<file path="src/rtl/video_timing_pkg.sv">
`default_nettype none
// ============================================================================
//  Module      : video_timing_pkg
//  Description : Shared types and the mode table for the video timing
//                generator. mode_t carries the raw CEA/VESA timing fields of
//                one mode. timing_t carries the derived counter boundaries
//                that the counter logic compares against.
//  Revision    : 1.0 - initial release
// ============================================================================
package video_timing_pkg;

  localparam int MAX_MODES = 4;

  typedef struct packed {
    logic [11:0] ha;
    logic [11:0] hfp;
    logic [11:0] hs;
    logic [11:0] hbp;
    logic [10:0] va;
    logic [10:0] vfp;
    logic [10:0] vs;
    logic [10:0] vbp;
    logic        pos_pol;
  } mode_t;

  typedef mode_t [MAX_MODES-1:0] mode_table_t;

  // Derived boundaries. *_ss/*_se are sync start/end (end exclusive).
  // *_last is the final count value (HT-1 / VT-1).
  typedef struct packed {
    logic [11:0] h_act;
    logic [11:0] h_ss;
    logic [11:0] h_se;
    logic [11:0] h_last;
    logic [10:0] v_act;
    logic [10:0] v_ss;
    logic [10:0] v_se;
    logic [10:0] v_last;
    logic        pos_pol;
  } timing_t;

  localparam int TIMING_W = $bits(timing_t);

  localparam logic [1:0] MODE_640X480   = 2'd0;
  localparam logic [1:0] MODE_1280X720  = 2'd1;
  localparam logic [1:0] MODE_1920X1080 = 2'd2;
  localparam logic [1:0] MODE_800X600   = 2'd3;

  localparam mode_t MODE_0_CFG = '{12'd640,  12'd16,  12'd96,  12'd48,
                                   11'd480,  11'd10,  11'd2,   11'd33, 1'b0};
  localparam mode_t MODE_1_CFG = '{12'd1280, 12'd110, 12'd40,  12'd220,
                                   11'd720,  11'd5,   11'd5,   11'd20, 1'b1};
  localparam mode_t MODE_2_CFG = '{12'd1920, 12'd88,  12'd44,  12'd148,
                                   11'd1080, 11'd4,   11'd5,   11'd36, 1'b1};
  localparam mode_t MODE_3_CFG = '{12'd800,  12'd40,  12'd128, 12'd88,
                                   11'd600,  11'd1,   11'd4,   11'd23, 1'b1};

  // Element [0] is the rightmost operand of the concatenation.
  localparam mode_table_t MODE_TABLE = {MODE_3_CFG, MODE_2_CFG, MODE_1_CFG, MODE_0_CFG};

endpackage
`default_nettype wire

</file>
<file path="src/rtl/video_timing_gen_mode_rom.sv">
`default_nettype none
// ============================================================================
//  Module      : video_mode_rom
//  Description : Combinational mode-index to timing lookup. Converts the raw
//                porch/sync widths of the selected table entry into absolute
//                counter boundaries.
//  Ports       : idx_i    - mode index
//                timing_o - packed timing_t of the selected mode
//  Revision    : 1.0 - initial release
// ============================================================================
module video_mode_rom
  import video_timing_pkg::*;
#(
  parameter mode_table_t MODES = MODE_TABLE
) (
  input  logic [1:0]          idx_i,
  output logic [TIMING_W-1:0] timing_o
);

  mode_t   mode_w;
  timing_t timing_w;

  always_comb begin
    mode_w           = MODES[idx_i];
    timing_w         = '0;
    timing_w.h_act   = mode_w.ha;
    timing_w.h_ss    = mode_w.ha + mode_w.hfp;
    timing_w.h_se    = timing_w.h_ss + mode_w.hs;
    timing_w.h_last  = timing_w.h_se + mode_w.hbp - 12'd1;
    timing_w.v_act   = mode_w.va;
    timing_w.v_ss    = mode_w.va + mode_w.vfp;
    timing_w.v_se    = timing_w.v_ss + mode_w.vs;
    timing_w.v_last  = timing_w.v_se + mode_w.vbp - 11'd1;
    timing_w.pos_pol = mode_w.pos_pol;
  end

  assign timing_o = timing_w;

endmodule
`default_nettype wire

</file>
<file path="src/rtl/video_timing_gen.sv">
`default_nettype none
// ============================================================================
//  Module      : video_timing_gen
//  Description : Runtime-selectable video timing generator. Counts h/v in
//                the order active, front porch, sync, back porch and emits
//                registered hsync/vsync/de/x/y/frame_start. Mode changes are
//                applied only at the last pixel of a frame.
//  Ports       : clk_pix      - pixel clock
//                rst          - synchronous active-high reset
//                mode_sel     - requested mode index (sampled every cycle)
//                hsync/vsync  - syncs with mode polarity applied
//                de, x, y     - active-video enable and pixel coordinates
//                frame_start  - one-cycle pulse on pixel (0,0)
//                mode_active  - mode currently driving timing
//                mode_pending - a valid change waits for the frame end
//  Revision    : 1.0 - initial release
// ============================================================================
module video_timing_gen
  import video_timing_pkg::*;
#(
  parameter int          XW           = 12,
  parameter int          YW           = 11,
  parameter int          NUM_MODES    = 4,
  parameter int          DEFAULT_MODE = 1,
  parameter mode_table_t MODES        = MODE_TABLE
) (
  input  logic          clk_pix,
  input  logic          rst,
  input  logic [1:0]    mode_sel,
  output logic          hsync,
  output logic          vsync,
  output logic          de,
  output logic [XW-1:0] x,
  output logic [YW-1:0] y,
  output logic          frame_start,
  output logic [1:0]    mode_active,
  output logic          mode_pending
);

  localparam logic [1:0] DEF_IDX = 2'(DEFAULT_MODE);
  localparam logic       DEF_POL = MODES[DEFAULT_MODE].pos_pol;

  logic [XW-1:0] h_q, h_d;
  logic [YW-1:0] v_q, v_d;
  logic [1:0]    mode_active_q, mode_active_d;
  timing_t       cfg_q;
  timing_t       rom_w;
  logic          sel_valid_w, line_end_w, frame_end_w;
  logic          de_c, hs_c, vs_c, fs_c;
  logic          hsync_q, vsync_q, de_q, fs_q, pending_q;
  logic [XW-1:0] x_q;
  logic [YW-1:0] y_q;

  // cfg_q always holds the decoded boundaries of mode_active_q: both are
  // loaded on the same edge from the same next-mode value.
  video_mode_rom #(
    .MODES (MODES)
  ) u_mode_rom (
    .idx_i    (mode_active_d),
    .timing_o (rom_w)
  );

  assign sel_valid_w = ({1'b0, mode_sel} < 3'(NUM_MODES));
  assign line_end_w  = (h_q == XW'(cfg_q.h_last));
  assign frame_end_w = line_end_w && (v_q == YW'(cfg_q.v_last));

  always_comb begin
    h_d           = h_q + XW'(1);
    v_d           = v_q;
    mode_active_d = mode_active_q;
    if (line_end_w) begin
      h_d = '0;
      v_d = v_q + YW'(1);
    end
    if (frame_end_w) begin
      v_d = '0;
      if (sel_valid_w) begin
        mode_active_d = mode_sel;
      end
    end
    // Reset must steer the ROM so cfg_q reloads the default mode.
    if (rst) begin
      h_d           = '0;
      v_d           = '0;
      mode_active_d = DEF_IDX;
    end
  end

  // vsync spans from (line v_ss, pixel h_ss) up to (line v_se, pixel h_ss),
  // so both edges line up with the hsync leading edge.
  always_comb begin
    de_c = (h_q < XW'(cfg_q.h_act)) && (v_q < YW'(cfg_q.v_act));
    hs_c = (h_q >= XW'(cfg_q.h_ss)) && (h_q < XW'(cfg_q.h_se));
    vs_c = ((v_q == YW'(cfg_q.v_ss)) && (h_q >= XW'(cfg_q.h_ss))) ||
           ((v_q >  YW'(cfg_q.v_ss)) && (v_q < YW'(cfg_q.v_se)))  ||
           ((v_q == YW'(cfg_q.v_se)) && (h_q < XW'(cfg_q.h_ss)));
    fs_c = (h_q == '0) && (v_q == '0);
  end

  always_ff @(posedge clk_pix) begin
    if (rst) begin
      h_q           <= '0;
      v_q           <= '0;
      mode_active_q <= DEF_IDX;
      cfg_q         <= rom_w;
      hsync_q       <= ~DEF_POL;
      vsync_q       <= ~DEF_POL;
      de_q          <= 1'b0;
      fs_q          <= 1'b0;
      x_q           <= '0;
      y_q           <= '0;
      pending_q     <= 1'b0;
    end else begin
      h_q           <= h_d;
      v_q           <= v_d;
      mode_active_q <= mode_active_d;
      cfg_q         <= rom_w;
      hsync_q       <= hs_c ~^ cfg_q.pos_pol;
      vsync_q       <= vs_c ~^ cfg_q.pos_pol;
      de_q          <= de_c;
      fs_q          <= fs_c;
      x_q           <= h_q;
      y_q           <= v_q;
      // Compared against the next mode so a request consumed at the frame
      // boundary does not leave a stale pending cycle behind.
      pending_q     <= sel_valid_w && (mode_sel != mode_active_d);
    end
  end

  assign hsync        = hsync_q;
  assign vsync        = vsync_q;
  assign de           = de_q;
  assign x            = x_q;
  assign y            = y_q;
  assign frame_start  = fs_q;
  assign mode_active  = mode_active_q;
  assign mode_pending = pending_q;

endmodule
`default_nettype wire
</file>
<file path="config.mk">
export PLATFORM = sky130hd
export DESIGN_NAME = video_timing_gen
export DESIGN_NICKNAME = d
export VERILOG_FILES = /design/src/rtl/video_timing_pkg.sv /design/src/rtl/video_timing_gen_mode_rom.sv /design/src/rtl/video_timing_gen.sv
export SDC_FILE = /design/constraint.sdc
export NUM_CORES = 1
export LEC_CHECK = 0
export CAP_MARGIN = 25
export CORE_UTILIZATION = 30
export CTS_CLUSTER_DIAMETER = 100
export DETAILED_ROUTE_END_ITERATION = 12
export PLACE_DENSITY_LB_ADDON = 0.25
export SLEW_MARGIN = 20
export SYNTH_ARGS = -nofsm -noshare
export SYNTH_HDL_FRONTEND = slang
export SYNTH_HIERARCHICAL = 1
export SYNTH_SLANG_ARGS = --single-unit
</file>
<file path="constraint.sdc">
create_clock -name clk_pix -period 4.2 [get_ports clk_pix]
set_clock_uncertainty 0.1 [all_clocks]
set_input_delay 1.05 -clock clk_pix [delete_from_list [all_inputs] [get_ports clk_pix]]
set_output_delay 1.05 -clock clk_pix [all_outputs]
set_load 0.005 [all_outputs]
</file>
==> reports/metrics.yaml <==
flow_run:
  drv_cap: 0
detailed_routing:
  drt-wirelength-per-cell_um: 14.3
  ant_nets: 0
  dr.pass1.iters: 4
  dr_total_vias: 4054
  drc_errors: 0
  routed_wl_um: 13300
  first_iter_violations: 161
  vias_per_cell: 4.34
synth:
  synth_commonest_cells: "dfxtp_1, inv_1, ha_1"
  synth.area.top_cells: "dfxtp_1, ha_1, buf_4"
  yosysTopAreaCell: "dfxtp_1"
  syn_area_mm2: 0.00645
  synth_top_area_frac: 0.453
  yosysSeqAreaShare: 0.453
  synthFlopType: "dfxtp_1"
  async_flop_share: 0
  syn_area_per_cell_um2: 10.0
  ys_ff_latch: 146
  synth_edf_count: 0
  syn-instance-count: 643
  synth_most_common_cell: "dfxtp_1"
  ys_types: 49
  synth_warnings: 6
setup_path:
  critPathLaunchType: "flip-flop"
  path_cells: "xnor2_4 -> nand4_2 -> nor3_4 -> buf_4 -> and4_4 -> nor2b_1 -> a211o_1 -> buf_4 -> inv_1 -> ha_1 -> nor2_2 -> xor2_1"
  critPathCaptureType: "flip-flop"
  worstSetupPathType: "flip-flop to flip-flop"
  cp_common_cell: "buf_4"
  slowest_stage: "dfxtp_1"
  r2r_cells: 12
  crit_fanout: 12
  cpPeakStageDelay_ns: 0.66
  cp.required_ns: 4.39
  critical_path_arrival_ns: 3.52
grt:
  grt_pass1_vias: 3926
  antenna_found_initial: 0
  grt_pass1_wl_um: 21400
  grt-ovfl-total: 0
  grt_usage: 0.129
  grt_start_max_net_pins: 29
floorplanning:
  rows: 53
  dieWidth_um: 149
  start_util: 0.306
  dieArea_mm2: 0.0221
  coreArea_mm2: 0.0211
  io-pin-count: 34
  die_h_um: 149
pwr:
  vdd_drop_max_uv: 207
  total_power_mw: 3.15
  p_leak_nw: 3.43
  powerDensity_mw_per_mm2: 426
clock_tree:
  postCtsSetupRepairBufs: 0
  cts.repair.resized: 0
  cts.clk_slew.worst_paths_ns: 0.06
  cts-root-buf: "clkbuf_16"
  tritoncts: "done"
  clk-insertion-delay-late_ns: 0.42
  cts_buffers: 17
  cts_max_path_buffers: 2
  cts_hold_buf: 0
  htree_num_levels: 4
  clock_sinks: 146
timing:
  rsz0062_at_grt: "false"
  drv_slew: 0
  finalSetupViolCount: 0
  final.setup.worst_slack_ns: 0.869
  holdWs_ns: 0.396
  fin_crit_sh: 0.793
  setup_tns_ns: 0
  fmaxAchievable_ghz: 0.300
  period_needed_ns: 3.33
  hold_viol_final: 0
  relSlewSlack: 0.530
  worst_pin_slew_ns: 0.698
worst_hold_path:
  hold_class: "flip-flop to flip-flop"
  worstHoldPathCells: 2
placed_design:
  gp_congestion: 0.802
  port_buffers: 33
  place_ws_ns: 0.885
  hpwl_um: 10000
cells_and_area:
  antenna_cells: 0
  area_growth_syn_to_layout_pct: 14.7
  multi_input_area_mm2: 0.00274
  n_fill_cell: 2132
  drive_gt1_frac: 0.0804
  ff_latch_area_mm2: 0.00292
  nets: 731
status:
  outcome: "complete, no violations"
## path summary, 6_finish.rpt
path,start,endpoint,slack (ns)
max,h_q[2]$_SDFF_PP0_,cfg_q[76]$_DFF_P_,0.87
min,cfg_q[0]$_DFF_P_,hsync$_SDFF_PP0_,0.40
max reg2reg,h_q[2]$_SDFF_PP0_,cfg_q[76]$_DFF_P_,0.87
min reg2reg,cfg_q[0]$_DFF_P_,hsync$_SDFF_PP0_,0.40
## metal layers
layer  global-route usage  part of all wire
met1                0.171              0.49
met2                0.207              0.46
met3               0.0294             0.040
met4               0.0438             0.014
met5                    0                 0
## worst max-delay path, delay by kind of cell (launching register included)
kind	cells	cell delay (ns)
AOI/OAI and AO/OA	1	0.26
xor gates and xnor gates	2	0.34
adders and majority gates	1	0.51
buffers and inverters	3	0.53
DFF	1	0.66
and+or+nand+nor	5	0.80
## placed cells by master, fill, tap and decap left out, drive strengths merged, types with 13 or more instances in the layout
master | Yosys | layout
dfxtp | 146 | 146
inv | 84 | 84
ha | 78 | 78
nor2 | 40 | 40
clkdlybuf4s50 | 0 | 33
xnor2 | 25 | 25
xor2 | 24 | 24
a21oi | 22 | 22
nand4 | 22 | 22
clkbuf | 6 | 19
nor2b | 18 | 18
o21ai | 17 | 17
conb | 2 | 15
buf | 66 | 13
## flip-flops by register name (all words and copies together), names as in the netlist
| name | flops |
|---|---|
| mode_active | 2 |
| v_q | 11 |
| vsync | 1 |
| mode_pending | 1 |
| h_q | 12 |
| hsync | 1 |
| frame_start | 1 |
| cfg_q | 93 |
| x | 12 |
| y | 11 |
| de | 1 |
## through the flow
stage,util,instance area (um^2),cells
2_1_floorplan,-,6500,656
5_1_grt,0.351,7400,934
3_3_place_gp,0.320,6750,905
4_1_cts,0.351,7400,934
6_report,0.351,7400,934
3_5_place_dp,0.320,6750,905
## final cells by class
class | instances | area share
Clock buffer | 19 | 0.0599
Clock inverter | 10 | 0.0282
Inverter | 84 | 0.0426
Multi-Input combinational cell | 354 | 0.370
Sequential cell | 146 | 0.395
Tap cell | 275 | 0.0465
Timing Repair Buffer | 46 | 0.0578
## cell families after synthesis
kind of cell,count (synthesis),synth area share
adders and majority gates,78,0.151
DFF,146,0.453
and+or+nand+nor,141,0.124
muxes,4,0.00620
xor gates and xnor gates,49,0.0694
buffers and inverters,156,0.130
other,2,0.00116
AOI/OAI and AO/OA,67,0.0646
## power breakdown
group | switching, mW | internal [mW]
Sequential | 0.00832 | 1.40
Combinational | 0.0344 | 0.0312
Clock | 0.561 | 1.12
No activity file was read; power rests on OpenSTA's default activity.
